`src/rtl/multi_cycle_controller.sv`:
```
// Control FSM for a multi-cycle MIPS datapath: sequences PC/IR/MDR/A/B/ALUOut,
// flags unsupported instructions and counts retired instructions.
module multi_cycle_controller #(
   parameter int unsigned CNT_W = 32
) (
   input  logic             clk,
   input  logic             reset,
   input  logic [5:0]       op,
   input  logic [5:0]       func,
   input  logic             AluZero,
   output logic             PCWrite,
   output logic             PCSrc,
   output logic             IorD,
   output logic             MemWrite,
   output logic             IRWrite,
   output logic             RegDst,
   output logic             MemtoReg,
   output logic             RegWrite,
   output logic             ALUSrcA,
   output logic [1:0]       ALUSrcB,
   output logic             SZEn,
   output logic [3:0]       AluOP,
   output logic             illegal,
   output logic [3:0]       state,
   output logic [CNT_W-1:0] instr_retired
);

   localparam logic [3:0] S_FETCH  = 4'd0;
   localparam logic [3:0] S_DECODE = 4'd1;
   localparam logic [3:0] S_MEMADR = 4'd2;
   localparam logic [3:0] S_MEMRD  = 4'd3;
   localparam logic [3:0] S_MEMWB  = 4'd4;
   localparam logic [3:0] S_MEMWR  = 4'd5;
   localparam logic [3:0] S_REX    = 4'd6;
   localparam logic [3:0] S_RWB    = 4'd7;
   localparam logic [3:0] S_IEX    = 4'd8;
   localparam logic [3:0] S_IWB    = 4'd9;
   localparam logic [3:0] S_BRANCH = 4'd10;

   localparam logic [3:0] ALU_ADD  = 4'd0;
   localparam logic [3:0] ALU_SUB  = 4'd1;
   localparam logic [3:0] ALU_SLT  = 4'd2;
   localparam logic [3:0] ALU_SLTU = 4'd3;
   localparam logic [3:0] ALU_AND  = 4'd4;
   localparam logic [3:0] ALU_OR   = 4'd5;
   localparam logic [3:0] ALU_NOR  = 4'd6;
   localparam logic [3:0] ALU_XOR  = 4'd7;
   localparam logic [3:0] ALU_LUI  = 4'd8;

   localparam logic [5:0] OP_R     = 6'b000000;
   localparam logic [5:0] OP_BEQ   = 6'b000100;
   localparam logic [5:0] OP_BNE   = 6'b000101;
   localparam logic [5:0] OP_ADDI  = 6'b001000;
   localparam logic [5:0] OP_ADDIU = 6'b001001;
   localparam logic [5:0] OP_SLTI  = 6'b001010;
   localparam logic [5:0] OP_SLTIU = 6'b001011;
   localparam logic [5:0] OP_ANDI  = 6'b001100;
   localparam logic [5:0] OP_ORI   = 6'b001101;
   localparam logic [5:0] OP_XORI  = 6'b001110;
   localparam logic [5:0] OP_LUI   = 6'b001111;
   localparam logic [5:0] OP_LW    = 6'b100011;
   localparam logic [5:0] OP_SW    = 6'b101011;

   logic [3:0] next_state;
   logic [3:0] r_aluop_c;
   logic       r_legal_c;
   logic [3:0] i_aluop_c;
   logic       i_sext_c;
   logic       is_itype_c;
   logic       is_mem_c;
   logic       is_branch_c;
   logic       decode_legal_c;
   logic       retire_c;

   // R-format function decode
   always_comb begin
      r_aluop_c = ALU_ADD;
      r_legal_c = 1'b1;
      case (func)
         6'b100000, 6'b100001: r_aluop_c = ALU_ADD;
         6'b100010, 6'b100011: r_aluop_c = ALU_SUB;
         6'b100100:            r_aluop_c = ALU_AND;
         6'b100101:            r_aluop_c = ALU_OR;
         6'b100110:            r_aluop_c = ALU_XOR;
         6'b100111:            r_aluop_c = ALU_NOR;
         6'b101010:            r_aluop_c = ALU_SLT;
         6'b101011:            r_aluop_c = ALU_SLTU;
         default:              r_legal_c = 1'b0;
      endcase
   end

   // I-format ALU decode; logical ops and lui zero-extend
   always_comb begin
      i_aluop_c  = ALU_ADD;
      i_sext_c   = 1'b1;
      is_itype_c = 1'b1;
      case (op)
         OP_ADDI, OP_ADDIU: i_aluop_c = ALU_ADD;
         OP_SLTI:           i_aluop_c = ALU_SLT;
         OP_SLTIU: begin i_aluop_c = ALU_SLTU; i_sext_c = 1'b0; end
         OP_ANDI:  begin i_aluop_c = ALU_AND;  i_sext_c = 1'b0; end
         OP_ORI:   begin i_aluop_c = ALU_OR;   i_sext_c = 1'b0; end
         OP_XORI:  begin i_aluop_c = ALU_XOR;  i_sext_c = 1'b0; end
         OP_LUI:   begin i_aluop_c = ALU_LUI;  i_sext_c = 1'b0; end
         default:  is_itype_c = 1'b0;
      endcase
   end

   always_comb begin
      is_mem_c       = (op == OP_LW) || (op == OP_SW);
      is_branch_c    = (op == OP_BEQ) || (op == OP_BNE);
      decode_legal_c = is_mem_c || is_branch_c || is_itype_c || ((op == OP_R) && r_legal_c);
      retire_c       = (state == S_MEMWB) || (state == S_MEMWR) || (state == S_RWB) ||
                       (state == S_IWB) || (state == S_BRANCH);
   end

   // State register
   always_ff @(posedge clk) begin
      if (reset) state <= S_FETCH;
      else       state <= next_state;
   end

   // Next-state logic
   always_comb begin
      next_state = S_FETCH;
      case (state)
         S_FETCH: next_state = S_DECODE;
         S_DECODE: begin
            if (is_mem_c)                     next_state = S_MEMADR;
            else if (op == OP_R && r_legal_c) next_state = S_REX;
            else if (is_itype_c)              next_state = S_IEX;
            else if (is_branch_c)             next_state = S_BRANCH;
            else                              next_state = S_FETCH;
         end
         S_MEMADR: next_state = (op == OP_SW) ? S_MEMWR : S_MEMRD;
         S_MEMRD:  next_state = S_MEMWB;
         S_REX:    next_state = S_RWB;
         S_IEX:    next_state = S_IWB;
         default:  next_state = S_FETCH;
      endcase
   end

   // Output decode; reset masks every write enable so an aborted instruction commits nothing
   always_comb begin
      PCWrite  = 1'b0;
      PCSrc    = 1'b0;
      IorD     = 1'b0;
      MemWrite = 1'b0;
      IRWrite  = 1'b0;
      RegDst   = 1'b0;
      MemtoReg = 1'b0;
      RegWrite = 1'b0;
      ALUSrcA  = 1'b0;
      ALUSrcB  = 2'b00;
      SZEn     = 1'b0;
      AluOP    = ALU_ADD;
      illegal  = 1'b0;
      case (state)
         S_FETCH: begin
            IRWrite = 1'b1;
            ALUSrcB = 2'b01;
            PCWrite = 1'b1;
         end
         S_DECODE: begin
            ALUSrcB = 2'b11;
            SZEn    = 1'b1;
            illegal = ~decode_legal_c;
         end
         S_MEMADR: begin
            ALUSrcA = 1'b1;
            ALUSrcB = 2'b10;
            SZEn    = 1'b1;
         end
         S_MEMRD: IorD = 1'b1;
         S_MEMWB: begin
            MemtoReg = 1'b1;
            RegWrite = 1'b1;
         end
         S_MEMWR: begin
            IorD     = 1'b1;
            MemWrite = 1'b1;
         end
         S_REX: begin
            ALUSrcA = 1'b1;
            AluOP   = r_aluop_c;
         end
         S_RWB: begin
            RegDst   = 1'b1;
            RegWrite = 1'b1;
         end
         S_IEX: begin
            ALUSrcA = 1'b1;
            ALUSrcB = 2'b10;
            SZEn    = i_sext_c;
            AluOP   = i_aluop_c;
         end
         S_IWB: RegWrite = 1'b1;
         S_BRANCH: begin
            ALUSrcA = 1'b1;
            AluOP   = ALU_SUB;
            PCSrc   = 1'b1;
            PCWrite = (op == OP_BNE) ? ~AluZero : AluZero;
         end
         default: ;
      endcase
      if (reset) begin
         PCWrite  = 1'b0;
         IRWrite  = 1'b0;
         RegWrite = 1'b0;
         MemWrite = 1'b0;
         illegal  = 1'b0;
      end
   end

   // Retired-instruction counter
   always_ff @(posedge clk) begin
      if (reset)         instr_retired <= '0;
      else if (retire_c) instr_retired <= instr_retired + CNT_W'(1);
   end

endmodule

```
`config.mk`:
```
export PLATFORM = sky130hd
export DESIGN_NAME = multi_cycle_controller
export DESIGN_NICKNAME = d
export VERILOG_FILES = /design/src/rtl/multi_cycle_controller.sv
export SDC_FILE = /design/constraint.sdc
export NUM_CORES = 1
export LEC_CHECK = 0
export CAP_MARGIN = 40
export CORE_ASPECT_RATIO = 1.1
export CORE_MARGIN = 10
export CORE_UTILIZATION = 45
export CTS_CLUSTER_SIZE = 12
export DETAILED_ROUTE_END_ITERATION = 6
export PLACE_DENSITY = 0.85
export SYNTH_ARGS = -nofsm -noshare
export SYNTH_HDL_FRONTEND = slang
export SYNTH_SLANG_ARGS = --single-unit
```
`constraint.sdc`:
```
create_clock -name clk -period 4 [get_ports clk]
set_input_delay 1 -clock clk [delete_from_list [all_inputs] [get_ports clk]]
set_output_delay 1 -clock clk [all_outputs]
set_load 0.03 [all_outputs]
```
==> metrics.txt <==
Initial Util 47.4%; worst reg2reg endpoint instr_retired[26]; Critical Path Source op[2]; Synth top cells by count nor2_1 (43), dfxtp_1 (36), xor2_1 (23); Synth area leaders dfxtp_1 (32%), xor2_1 (9.0%), nor2_1 (7.2%), nand4_1 (6.2%), xnor2_1 (3.5%); Tcrit/Tclk final between 90 and 100%; CP Depth 6; CTS tree built; Setup Skew 6.62 ps; synthesized cell area around 2200 um^2; crit path DAT approximately 2700 ps; VDD IR-drop max about 160 uV; reg2reg setup slack 1580 ps; Setup crit start kind primary input; GRT Overall Usage between 10% and 20%; cell with the most instances after synthesis nor2_1; worst setup path end illegal; Hold Vio Cnt, Final 0; max-slew violation total from the final report 0; placed cells 402; largest net degree at the start of global routing 35; Iter 0 DRT Violations 147; fmax 0.268 GHz; final WL 6.14 mm; Buffers & Inverters on Critical Path 3; Core Area approximately 4700 um^2; Reg2Reg Depth 6; clock latency on the worst-skew pair 280 ps; Residual DRC 0; Worst path most repeated cell buf_4; Die ar. 8190 um^2; grt total ovfl 0; Rel. slew slack 50.7%; Die Span X 87.2 um; Clock Pin Slew Worst Setup and Hold Paths 70 ps; Setup CP Type in2out; syn_nets 306; critical-path cell list clkdlybuf4s50_1 -> buf_4 -> nor3_1 -> or3_1 -> nor4b_1 -> buf_4; CP delay by family, top buffers and inverters; number of synthesized register bits 36; RSZ-0062 raised after global routing no; Top Ports approximately 70; Yosys cell types 43; first-pass GRT wire length 9.93 mm; mean post-synth cell area 7.71 um^2; CP peak stage delay 600 ps; fin crit period 3730 ps; clock root buffer master clkbuf_8; status completed; Vias/cell around 5.6; Worst EP required approximately 3000 ps; crit end category output pin; ys flop type dfxtp_1; Sink Count 36; Antenna Nets Post-Route 0; share of cells above drive strength 1 under 10%; NumNets Final 369; MaxCap Viol Count 0; CTS Buffer Depth 2; Critical Path Fanout Max 7; Cells after Synth 290; top-area cell type share of the netlist area 32.2%; CTS Hold Buffers Added 0; non-filler cells, final between 400 and 500; H-tree depth 2; power per cell area 236 nW/um^2; Post-synth ARST share 0%; gp weighted congestion 0.807; actual slew at the worst max-slew pin 733 ps; postcts setup bufs 0; row cnt 26; Die Ht 93.9 um; Static Leak 1.11 nW; initial antenna violation count 0; Layout area overhead 35.4%; register area share after synthesis 32.2%; Fin Setup TNS 0 ps; routed via count 2296; vias in the first global route 2088; type of the most critical hold path reg2reg; Crit Reg-Reg Startpoint state[0]; CP max-delay cell clkdlybuf4s50_1; TritonRoute pass-1 iters 4; total CTS buffers 5; Port Buffers 67; area leader, netlist dfxtp_1; final count of negative-setup-slack endpoints 0; Post-DP HPWL 4.64 mm; yosys warns 0; # diodes 0; WL/cell 15.0 um; number of flops mapped to enable cells by yosys 0
-- flip-flops by register name, indices dropped and copies added (netlist names) --
name           cells
instr_retired     32
state              4
-- metal layers --
layer,part of all wire (%),up-vias,GRT usage [%],wire (um)
met2,51,40,25.5,3130
met3,5.2,13,4.08,318
met4,1.4,0,4.52,84
li1,-,1153,-,-
met5,0,-,0,0
met1,42,1090,16.6,2600
-- worst register-to-register path, cell delays in order (launching register included) --
cell,delay (ps)
dfxtp_1,700
nor2b_1,180
o22ai_2,420
buf_4,340
nand2_1,160
or4_1,500
nand2_1,70
-- layout make-up --
cell class / count / area, um^2
Fill cell: 399 / 1690
Multi-Input combinational cell: 231 / 1420
Sequential cell: 36 / 721
Timing Repair Buffer: 74 / 703
Clock buffer: 6 / 82.6
Tap cell: 56 / 70.1
Inverter: 5 / 18.8
Clock inverter: 2 / 10.0
-- logic make-up after synthesis --
group	share of synthesized area [%]
flops	32.2
buf+inv	4.48
compound gates	8.06
simple gates	41.2
fa+ha+maj	0.560
mux	0.951
xor+xnor	12.5
-- report_power, final --
| part | total (mW) | leakage, nW | internal [mW] | switching (mW) |
|---|---|---|---|---|
| sequential | 0.366 | 0.290 | 0.360 | 0.00598 |
| combinational | 0.0855 | 0.769 | 0.0390 | 0.0464 |
| clock | 0.263 | 0.0510 | 0.137 | 0.126 |
| total | 0.714 | 1.11 | 0.536 | 0.178 |
-- worst min-delay path by stage --
stage	startpoint	endpoint	slack (ps)	cells after the start
CTS	instr_retired[31]	instr_retired[31]	520	2
detailed placement	instr_retired[31]	instr_retired[31]	500	2
global placement	instr_retired[31]	instr_retired[31]	490	2
global route	instr_retired[30]	instr_retired[30]	560	2
floorplan	instr_retired[24]	instr_retired[24]	640	2
finish	instr_retired[31]	instr_retired[31]	510	2
-- timing repair --
item / CTS / global route
endpoints found under the setup margin: 0 / 1
endpoints found under the hold margin: 0 / 0
resized for setup: 0 / 1
-- placed cells by master (no fill, tap or decap), types with 2 or more instances in the layout --
master / n
or4_1: 2
nor4_1: 6
clkbuf_8: 6
a21oi_1: 10
or3_1: 3
o21ai_0: 12
clkinv_2: 2
nor2b_1: 7
xnor2_1: 9
xor2_1: 23
clkdlybuf4s50_1: 57
nor2_1: 43
and3_1: 6
nor3_1: 14
and2_1: 7
nor4b_1: 2
nand3_1: 14
and4_1: 3
inv_1: 5
nand2b_1: 10
dfxtp_1: 36
nand4_1: 22
or2_2: 2
nand4b_1: 4
buf_4: 16
o21a_1: 2
nand2_1: 14
-- through the flow --
step	util (%)	total power, mW	worst slack, ps	hold slack (ps)	instance area, um^2
CTS	64.1	0.721	53.9	519	3020
global route	64.2	0.743	164	561	3030
floorplan	-	0.419	194	642	2240
detailed placement	62.1	0.460	61.1	503	2930
global placement	62.1	0.458	98.3	492	2930
finish	64.2	0.714	272	510	3030
Power figures use the tool's default switching activity.
